===== config.mk =====
export PLATFORM = sky130hd
export DESIGN_NAME = psdifir_mc_core
export DESIGN_NICKNAME = d
export VERILOG_FILES = /design/src/rtl/psdifir_mc_core.sv
export SDC_FILE = /design/constraint.sdc
export NUM_CORES = 2
export LEC_CHECK = 0
export BUFFER_PORTS_ARGS = -buffer_cell sky130_fd_sc_hd__buf_2
export CAP_MARGIN = 10
export CELL_PAD_IN_SITES_DETAIL_PLACEMENT = 1
export CELL_PAD_IN_SITES_GLOBAL_PLACEMENT = 2
export CORE_MARGIN = 3
export CORE_UTILIZATION = 50
export DETAILED_ROUTE_END_ITERATION = 12
export GPL_ROUTABILITY_DRIVEN = 1
export GPL_TIMING_DRIVEN = 0
export HOLD_SLACK_MARGIN = 0.05
export PLACE_DENSITY = 0.8
export SLEW_MARGIN = 20
export SYNTH_ARGS = -nofsm -noshare
export SYNTH_HDL_FRONTEND = slang
export SYNTH_SLANG_ARGS = --single-unit

===== constraint.sdc =====
create_clock -name clockext100MHz -period 30 [get_ports clockext100MHz]
set_input_delay 4.5 -clock clockext100MHz [delete_from_list [all_inputs] [get_ports clockext100MHz]]
set_output_delay 4.5 -clock clockext100MHz [all_outputs]
set_load 0.03 [all_outputs]

===== src/rtl/psdifir_mc_core.sv =====
// ============================================================================
// psdifir_mc_core : multichannel FIR filter, one shared MAC, circular buffers
// Revision 1.0
// ============================================================================
`default_nettype none

module psdifir_mc_core #(
   parameter int DATA_W    = 18,
   parameter int COEF_W    = 18,
   parameter int COEF_FRAC = 17,
   parameter int NTAPS     = 64,
   parameter int NCH       = 2
) (
   input  logic                       clockext100MHz,
   input  logic                       reset,
   input  logic                       datain_ready,
   input  logic [NCH*DATA_W-1:0]      data_in,
   input  logic                       bypass,
   input  logic                       coef_we,
   input  logic [$clog2(NTAPS)-1:0]   coef_addr,
   input  logic [COEF_W-1:0]          coef_data,
   output logic [NCH*DATA_W-1:0]      data_out,
   output logic                       dataout_ready,
   output logic                       busy,
   output logic                       overrun
);

   localparam int TAP_W  = $clog2(NTAPS);
   localparam int CH_W   = (NCH > 1) ? $clog2(NCH) : 1;
   localparam int PROD_W = DATA_W + COEF_W;
   localparam int ACC_W  = PROD_W + TAP_W;
   localparam int RND_W  = ACC_W + 1;

   localparam logic [TAP_W-1:0] TAP_LAST = TAP_W'(NTAPS - 1);
   localparam logic [CH_W-1:0]  CH_LAST  = CH_W'(NCH - 1);

   localparam logic signed [RND_W-1:0] HALF =
      {{(RND_W-1){1'b0}}, 1'b1} << (COEF_FRAC - 1);
   localparam logic signed [RND_W-1:0] SAT_MAX =
      {{(RND_W-DATA_W+1){1'b0}}, {(DATA_W-1){1'b1}}};
   localparam logic signed [RND_W-1:0] SAT_MIN =
      {{(RND_W-DATA_W+1){1'b1}}, {(DATA_W-1){1'b0}}};

   typedef enum logic [2:0] {
      S_CLEAR = 3'd0,
      S_IDLE  = 3'd1,
      S_WRITE = 3'd2,
      S_MAC   = 3'd3,
      S_ROUND = 3'd4,
      S_DONE  = 3'd5
   } state_t;

   state_t                     state_q, state_d;
   logic [TAP_W-1:0]           wp_q, wp_d;
   logic [TAP_W-1:0]           k_q, k_d;
   logic [CH_W-1:0]            ch_q, ch_d;
   logic signed [ACC_W-1:0]    acc_q, acc_d;
   logic [NCH*DATA_W-1:0]      din_q, din_d;
   logic [NCH*DATA_W-1:0]      res_q, res_d;
   logic [NCH*DATA_W-1:0]      dout_q, dout_d;
   logic                       byp_q, byp_d;
   logic                       rdy_q, rdy_d;
   logic                       ovr_q, ovr_d;

   logic                       clr_we;
   logic                       wr_we;
   logic                       coef_wr;
   logic [TAP_W-1:0]           rd_idx;
   logic [DATA_W-1:0]          rd_smp [NCH];
   logic [COEF_W-1:0]          coef_mem [NTAPS];
   logic signed [DATA_W-1:0]   x_s;
   logic signed [COEF_W-1:0]   h_s;
   logic signed [PROD_W-1:0]   prod;
   logic signed [ACC_W-1:0]    prod_ext;
   logic signed [RND_W-1:0]    rnd;
   logic signed [RND_W-1:0]    shr;
   logic [DATA_W-1:0]          sat;

   // Coefficients survive reset; they change only while the core is idle.
   assign coef_wr = coef_we && (state_q == S_IDLE);

   always_ff @(posedge clockext100MHz) begin
      if (coef_wr) begin
         coef_mem[coef_addr] <= coef_data;
      end
   end

   // Tap k reads the sample written k frames ago.
   assign rd_idx = wp_q - k_q;

   for (genvar c = 0; c < NCH; c++) begin : g_chbuf
      logic [DATA_W-1:0] mem [NTAPS];
      logic              we;
      logic [TAP_W-1:0]  wa;
      logic [DATA_W-1:0] wd;

      always_comb begin
         we = wr_we;
         wa = wp_q;
         wd = din_q[c*DATA_W +: DATA_W];
         if (clr_we) begin
            we = (ch_q == CH_W'(c));
            wa = k_q;
            wd = '0;
         end
      end

      always_ff @(posedge clockext100MHz) begin
         if (we) begin
            mem[wa] <= wd;
         end
      end

      assign rd_smp[c] = mem[rd_idx];
   end

   assign x_s      = $signed(rd_smp[ch_q]);
   assign h_s      = $signed(coef_mem[k_q]);
   assign prod     = x_s * h_s;
   assign prod_ext = {{TAP_W{prod[PROD_W-1]}}, prod};

   // Round half up, then clamp into the sample range.
   always_comb begin
      rnd = $signed({acc_q[ACC_W-1], acc_q}) + HALF;
      shr = rnd >>> COEF_FRAC;
      if (shr > SAT_MAX) begin
         sat = SAT_MAX[DATA_W-1:0];
      end else if (shr < SAT_MIN) begin
         sat = SAT_MIN[DATA_W-1:0];
      end else begin
         sat = shr[DATA_W-1:0];
      end
   end

   always_comb begin
      state_d = state_q;
      wp_d    = wp_q;
      k_d     = k_q;
      ch_d    = ch_q;
      acc_d   = acc_q;
      din_d   = din_q;
      res_d   = res_q;
      dout_d  = dout_q;
      byp_d   = byp_q;
      rdy_d   = 1'b0;
      ovr_d   = ovr_q;
      clr_we  = 1'b0;
      wr_we   = 1'b0;

      if (datain_ready && (state_q != S_IDLE)) begin
         ovr_d = 1'b1;
      end

      case (state_q)
         S_CLEAR: begin
            clr_we = 1'b1;
            k_d    = k_q + 1'b1;
            if (k_q == TAP_LAST) begin
               if (ch_q == CH_LAST) begin
                  ch_d    = '0;
                  state_d = S_IDLE;
               end else begin
                  ch_d = ch_q + 1'b1;
               end
            end
         end
         S_IDLE: begin
            if (datain_ready) begin
               din_d   = data_in;
               byp_d   = bypass;
               state_d = S_WRITE;
            end
         end
         S_WRITE: begin
            wr_we   = 1'b1;
            k_d     = '0;
            ch_d    = '0;
            acc_d   = '0;
            state_d = byp_q ? S_DONE : S_MAC;
         end
         S_MAC: begin
            acc_d = acc_q + prod_ext;
            k_d   = k_q + 1'b1;
            if (k_q == TAP_LAST) begin
               state_d = S_ROUND;
            end
         end
         S_ROUND: begin
            for (int c = 0; c < NCH; c++) begin
               if (ch_q == CH_W'(c)) begin
                  res_d[c*DATA_W +: DATA_W] = sat;
               end
            end
            acc_d = '0;
            k_d   = '0;
            if (ch_q == CH_LAST) begin
               ch_d    = '0;
               state_d = S_DONE;
            end else begin
               ch_d    = ch_q + 1'b1;
               state_d = S_MAC;
            end
         end
         S_DONE: begin
            dout_d  = byp_q ? din_q : res_q;
            rdy_d   = 1'b1;
            wp_d    = wp_q + 1'b1;
            state_d = S_IDLE;
         end
         default: begin
            state_d = S_CLEAR;
         end
      endcase
   end

   always_ff @(posedge clockext100MHz or posedge reset) begin
      if (reset) begin
         state_q <= S_CLEAR;
         wp_q    <= '0;
         k_q     <= '0;
         ch_q    <= '0;
         acc_q   <= '0;
         din_q   <= '0;
         res_q   <= '0;
         dout_q  <= '0;
         byp_q   <= 1'b0;
         rdy_q   <= 1'b0;
         ovr_q   <= 1'b0;
      end else begin
         state_q <= state_d;
         wp_q    <= wp_d;
         k_q     <= k_d;
         ch_q    <= ch_d;
         acc_q   <= acc_d;
         din_q   <= din_d;
         res_q   <= res_d;
         dout_q  <= dout_d;
         byp_q   <= byp_d;
         rdy_q   <= rdy_d;
         ovr_q   <= ovr_d;
      end
   end

   assign data_out      = dout_q;
   assign dataout_ready = rdy_q;
   assign overrun       = ovr_q;
   assign busy          = (state_q != S_IDLE);

endmodule

`default_nettype wire

# == Yosys cells after proc, flatten, opt, wreduce, memory -nomap -nowiden ==
# Memory sizes are Yosys's and may differ from the RTL's.
# Index checks and enable logic that the tools add are counted.
# word_totals
latch_bits,0
romBits,0
ram_bits,3456
register_bits,169
in_bits,65
mem_count,3
# op_classes
bitwise_logic,2
mux,32
n_addsub,6
div_mod_pow,0
order_cmp,3
n_shift,0
reduce_logical,13
eq_ne,11
multipliers,1
# memory_table
memory,depth,word_bits,rd,rd_ports_with_merged_regs,wr,line,text
coef_mem,64,18,1,0,1,70,logic [COEF_W-1:0] coef_mem [NTAPS];
g_chbuf[0].mem,64,18,1,0,1,92,logic [DATA_W-1:0] mem [NTAPS];
g_chbuf[1].mem,64,18,1,0,1,92,
# op_table
cell,n
$mux W18,7
$pmux W42 S2,1
$add A42 B18 Y43 const B,1
$add A42 B36 Y42,1
$mul A18 B18 Y36,1
$mux W36,1
$gt A26 B18 Y1 const B,1
$lt A26 B18 Y1 const B,1
$mux W3,6
$pmux W3 S6,1
$mux W1,13
$add A6 B1 Y6 const B,2
$pmux W6 S2,1
$ne A2 B2 Y1 const B,4
$reduce_and A2 Y1,4
$eq A3 B2 Y1 const B,2
$eq A3 B3 Y1 const B,2
$eq A6 B6 Y1 const B,1
$mux W6,1
$sub A6 B6 Y6,1
$reduce_and A4 Y1,1
$reduce_bool A2 Y1,2
$reduce_or A2 Y1,2
$eq A3 B1 Y1 const B,1
other kinds (9),10

# == Depth between registers and ports, before layout ==
# An unclocked memory read counts as a cell.
# logic_depth
ltp_word,8
mapped_depth,39

# == Worst setup path after synthesis ==
# No wires, ideal clock.
# synth_path
kind,flip-flop to flip-flop
from,register k_q[2]
to,register acc_q[41]
path_slack_ns,19.908
setup_time_ns,0.127
n_path_buf,5
arrival_ns,9.965
path_stages_with_launch,35
required_ns,29.873
cell_sequence,dfrtp_1 -> clkbuf_1 -> inv_1 -> clkbuf_1 -> ha_1 -> xnor2_2 -> clkbuf_1 -> buf_2 -> mux4_2 -> mux2_2 -> mux4_2 -> buf_2 -> nand2_1 -> fa_1 -> inv_1 -> fa_1 -> inv_1 -> fa_1 -> inv_1 -> fa_1 -> fa_1 -> inv_1 -> fa_1 -> inv_1 -> ha_1 -> ha_1 -> a21o_1 -> a21o_1 -> a21oi_1 -> o21ai_0 -> a211oi_1 -> nor3_1 -> or4_1 -> a31oi_1 -> mux2i_1
# synth_via
elab_chain_len,8
# synth_rtl
item,line,text
"start, declared",55,"logic [TAP_W-1:0] k_q, k_d;"
"start signal, assigned",232,k_q <= k_d;
$sub A6 B6 Y6,89,assign rd_idx = wp_q - k_q;
$mem_v2 Z64 W18,-,
$mux W18 (implied by the code) (3 in a row),117,assign x_s = $signed(rd_smp[ch_q]);
$mul A18 B18 Y36 (*),119,assign prod = x_s * h_s;
$add A42 B36 Y42 (*),182,acc_d = acc_q + prod_ext;
$pmux W42 S2 (*),154,case (state_q)
"end signal, assigned",222,acc_q <= '0;
"end signal, assigned",234,acc_q <= acc_d;
"end, declared",57,"logic signed [ACC_W-1:0] acc_q, acc_d;"
# Mark *: on every way between the ends. The rest lies on a longest branch, timed or not. The select of a mux whose other input is x is not followed.
# A chain may end at the register's enable or synchronous reset.

# == Final worst setup path ==
# layout_path
from,register k_q[3]
to,register acc_q[38]
# Same word-level chain as after synthesis.

==> out/metrics.csv <==
stage,metric,value,unit
run_status,status,"complete, no violations",
die,num_rows,203,
placement,post-place-cells,12500,
cts,cts_buffers,372,
hold_path,holdPathStages,1,
synth,ys_warn_count,0,
critical_path,cp_max_fo,18,
cts,worstSkewPairLatency,970,ps
die,die_w,563,µm
die,floorplan.initialDensity,50.4,%
cts,holdBufCountCts,0,
drt,wirelength,522,mm
placement,place.gp.congestion,0.908,
power_and_ir_drop,power.share.sequential,54.5,%
layout,mostFrequentLayoutCell,edfxtp_1,
sta,slew_viol_final,0,
drt,drtIter0Drc,13000,
critical_path,worstRegToRegCells,33,
synth,syn_avg_cell_area,19.2,µm²
drt,post_drt_via_cell_ratio,6.61,
sta,rsz0062_at_grt,no,
power_and_ir_drop,p_int,0.00803,W
critical_path,endpoint_kind,register,
drt,dr_total_vias,87100,
synth,synth-edff-count,3456,
sta,slew_headroom,13.0,%
power_and_ir_drop,ir_drop,70.5,µV
placement,detailed_place_hpwl,364,mm
global_routing,grt_pass1_wl,724,mm
cts,path_clk_slew,60,ps
critical_path,required,30770,ps
sta,post-route-min-period,14180,ps
cts,cts_tree,done,
hold_path,hp-class,register to register,
sta,tightest_slew,1300,ps
synth,synth_nets,8641,
layout,nets,9338,
synth,ys_ff_latch,3625,
critical_path,start_kind,register,
critical_path,max_stage_delay,790,ps
placement,port-buffer-count,100,
job,maxCapViolCount,0,
cts,cts_sinks,3625,
critical_path,critPathKind,register to register,
synth,netlist_area,155000,µm²
cts,cts-htree-levels,5,
layout,seqCellArea,108000,µm²
drt,wl_per_cell,39.6,µm
sta,setup_viol,0,
die,die-area,316000,µm²
global_routing,grt_pass1_vias,91000,
drt,drc,0,
sta,finalSetupTns,0,ps
drt,drtPass1Iterations,8,
critical_path,slowest_stage,clkbuf_2,
critical_path,arrival,14950,ps
power_and_ir_drop,p_per_area,56.1,nW/µm²
sta,fin_skew,77.3,ps
global_routing,antenna_found_initial,35,
power_and_ir_drop,p_leak,53.7,nW
cts,ctsResizeCount,0,
power_and_ir_drop,power.share.clock,45.1,%
layout,multiInputGateArea,44800,µm²
layout,drive_gt1_share,25.6,%
power_and_ir_drop,swShare,20.1,%
global_routing,grt-ovfl-total,0,
layout,area_growth,15.7,%
cts,cts_setup_buffers,0,
synth,synthArstFlopShare,4.66,%
die,ios,104,
synth,synth_cells,8050,
sta,period_share,47.3,%
sta,fmax,70.5,MHz
layout,finish.utilization,58.3,%
die,dieHeight,563,µm
layout,final_cell_mix,"edfxtp_1 (3,456), mux4_2 (882), inv_1 (483)",
cts,clock_path_buffers,4,
power_and_ir_drop,combPwrFrac,0.4,%
cts,ctsRootBufferMaster,clkbuf_16,
die,coreArea,307000,µm²
layout,n_fill_cell,26300,
global_routing,grt_max_degree,100,
drt,postRouteAntennaNets,0,
sta,hold_viol,0,
layout,final_cells,13200,
critical_path,crit_top_cell,fa_1,
global_routing,track_usage,33.0,%
synth,synthDistinctLibCells,69,
power_and_ir_drop,power.switching,0.00203,W
synth,ys_seq_area_share,69.7,%
synth,synth_flop_cell,edfxtp_1,
-- final cells by class --
class	count	share of cell area, %
multi-input combinational	3530	25.0
clock buffer	446	5.39
inverter	489	1.03
buffer	406	1.08
antenna	14	0.0196
clock inverter	228	1.16
sequential	3625	60.3
tap	4100	2.86
timing repair buffer	323	3.19
-- stage by stage --
| step | power [W] | instance area [µm²] | hold slack [ps] | setup slack [ps] |
|---|---|---|---|---|
| floorplan | 0.00560 | 155000 | 449 | 19910 |
| global placement | 0.00563 | 161000 | 437 | 15260 |
| detailed placement | 0.00563 | 167000 | 443 | 15970 |
| CTS | 0.0101 | 179000 | 457 | 15870 |
| global route | 0.0103 | 179000 | 481 | 15390 |
| finish | 0.0101 | 179000 | 453 | 15820 |
-- flip-flops by register name, summed over array words and instances (netlist names) --
register	count
ch_q	1
wp_q	6
state_q	3
g_chbuf.mem	2304
coef_mem	1152
res_q	36
din_q	36
acc_q	42
overrun	1
k_q	6
dataout_ready	1
byp_q	1
data_out	36
-- logic make-up after synthesis --
kind of cell	count (synthesis)	synth area share (%)
DFF	3625	69.7
adders and majority gates	526	6.16
xor gates and xnor gates	66	0.383
buffers and inverters	895	2.38
muxes	1318	15.7
and+or+nand+nor	990	2.87
AOI/OAI and AO/OA	630	2.74
-- Yosys cell counts (44+ instances only) --
cell type | n | share of area, %
mux2i_1 | 327 | 2.1
nand2_1 | 319 | 0.77
a21oi_1 | 117 | 0.38
and2_1 | 170 | 0.69
a22oi_1 | 66 | 0.32
a221oi_1 | 129 | 0.73
edfxtp_1 | 3456 | 67
inv_1 | 485 | 1.2
buf_2 | 125 | 0.40
ha_1 | 132 | 1.1
mux2_2 | 108 | 0.79
clkbuf_1 | 178 | 0.43
buf_1 | 64 | 0.16
nor2_1 | 343 | 0.83
dfrtp_1 | 169 | 2.7
fa_1 | 394 | 5.1
nand3_1 | 66 | 0.21
o21ai_0 | 126 | 0.41
mux4_2 | 882 | 13
xnor2_1 | 46 | 0.26
o22ai_1 | 44 | 0.18
-- power groups by stage --
stage / clock, W / combinational, W / sequential, W
2_1_floorplan: 0 / 0.00000495 / 0.00559
4_1_cts: 0.00456 / 0.0000406 / 0.00548
3_3_place_gp: 0 / 0.0000343 / 0.00559
5_1_grt: 0.00477 / 0.0000447 / 0.00548
6_report: 0.00453 / 0.0000415 / 0.00548
3_5_place_dp: 0 / 0.0000407 / 0.00559
-- worst paths after layout --
check	start	to	slack, ps
hold reg to reg	overrun	overrun	450
min in group asynchronous	reset	din_q[14]	3620
hold / removal	overrun	overrun	450
max in group asynchronous	reset	din_q[18]	25290
setup reg to reg	k_q[3]	acc_q[38]	15820
setup / recovery	k_q[3]	acc_q[38]	15820
-- layer usage --
layer  global-route usage [%]  vias to the layer above  share of wire [%]
met5                        0                        -             0.0079
met4                     16.5                        6                6.2
met3                     9.46                     1353                 12
met2                     50.2                     6360                 46
met1                     44.0                    46100                 36
li1                         -                    33200                  -
-- critical path: cells and delay by family (launching register included) --
family	cells	cell delay (ps)
compound gates	8	2170
flops	1	360
simple gates	1	170
mux	3	1470
xor+xnor	2	940
buf+inv	10	4750
fa+ha+maj	9	4050
Power figures use the tool's default switching activity.
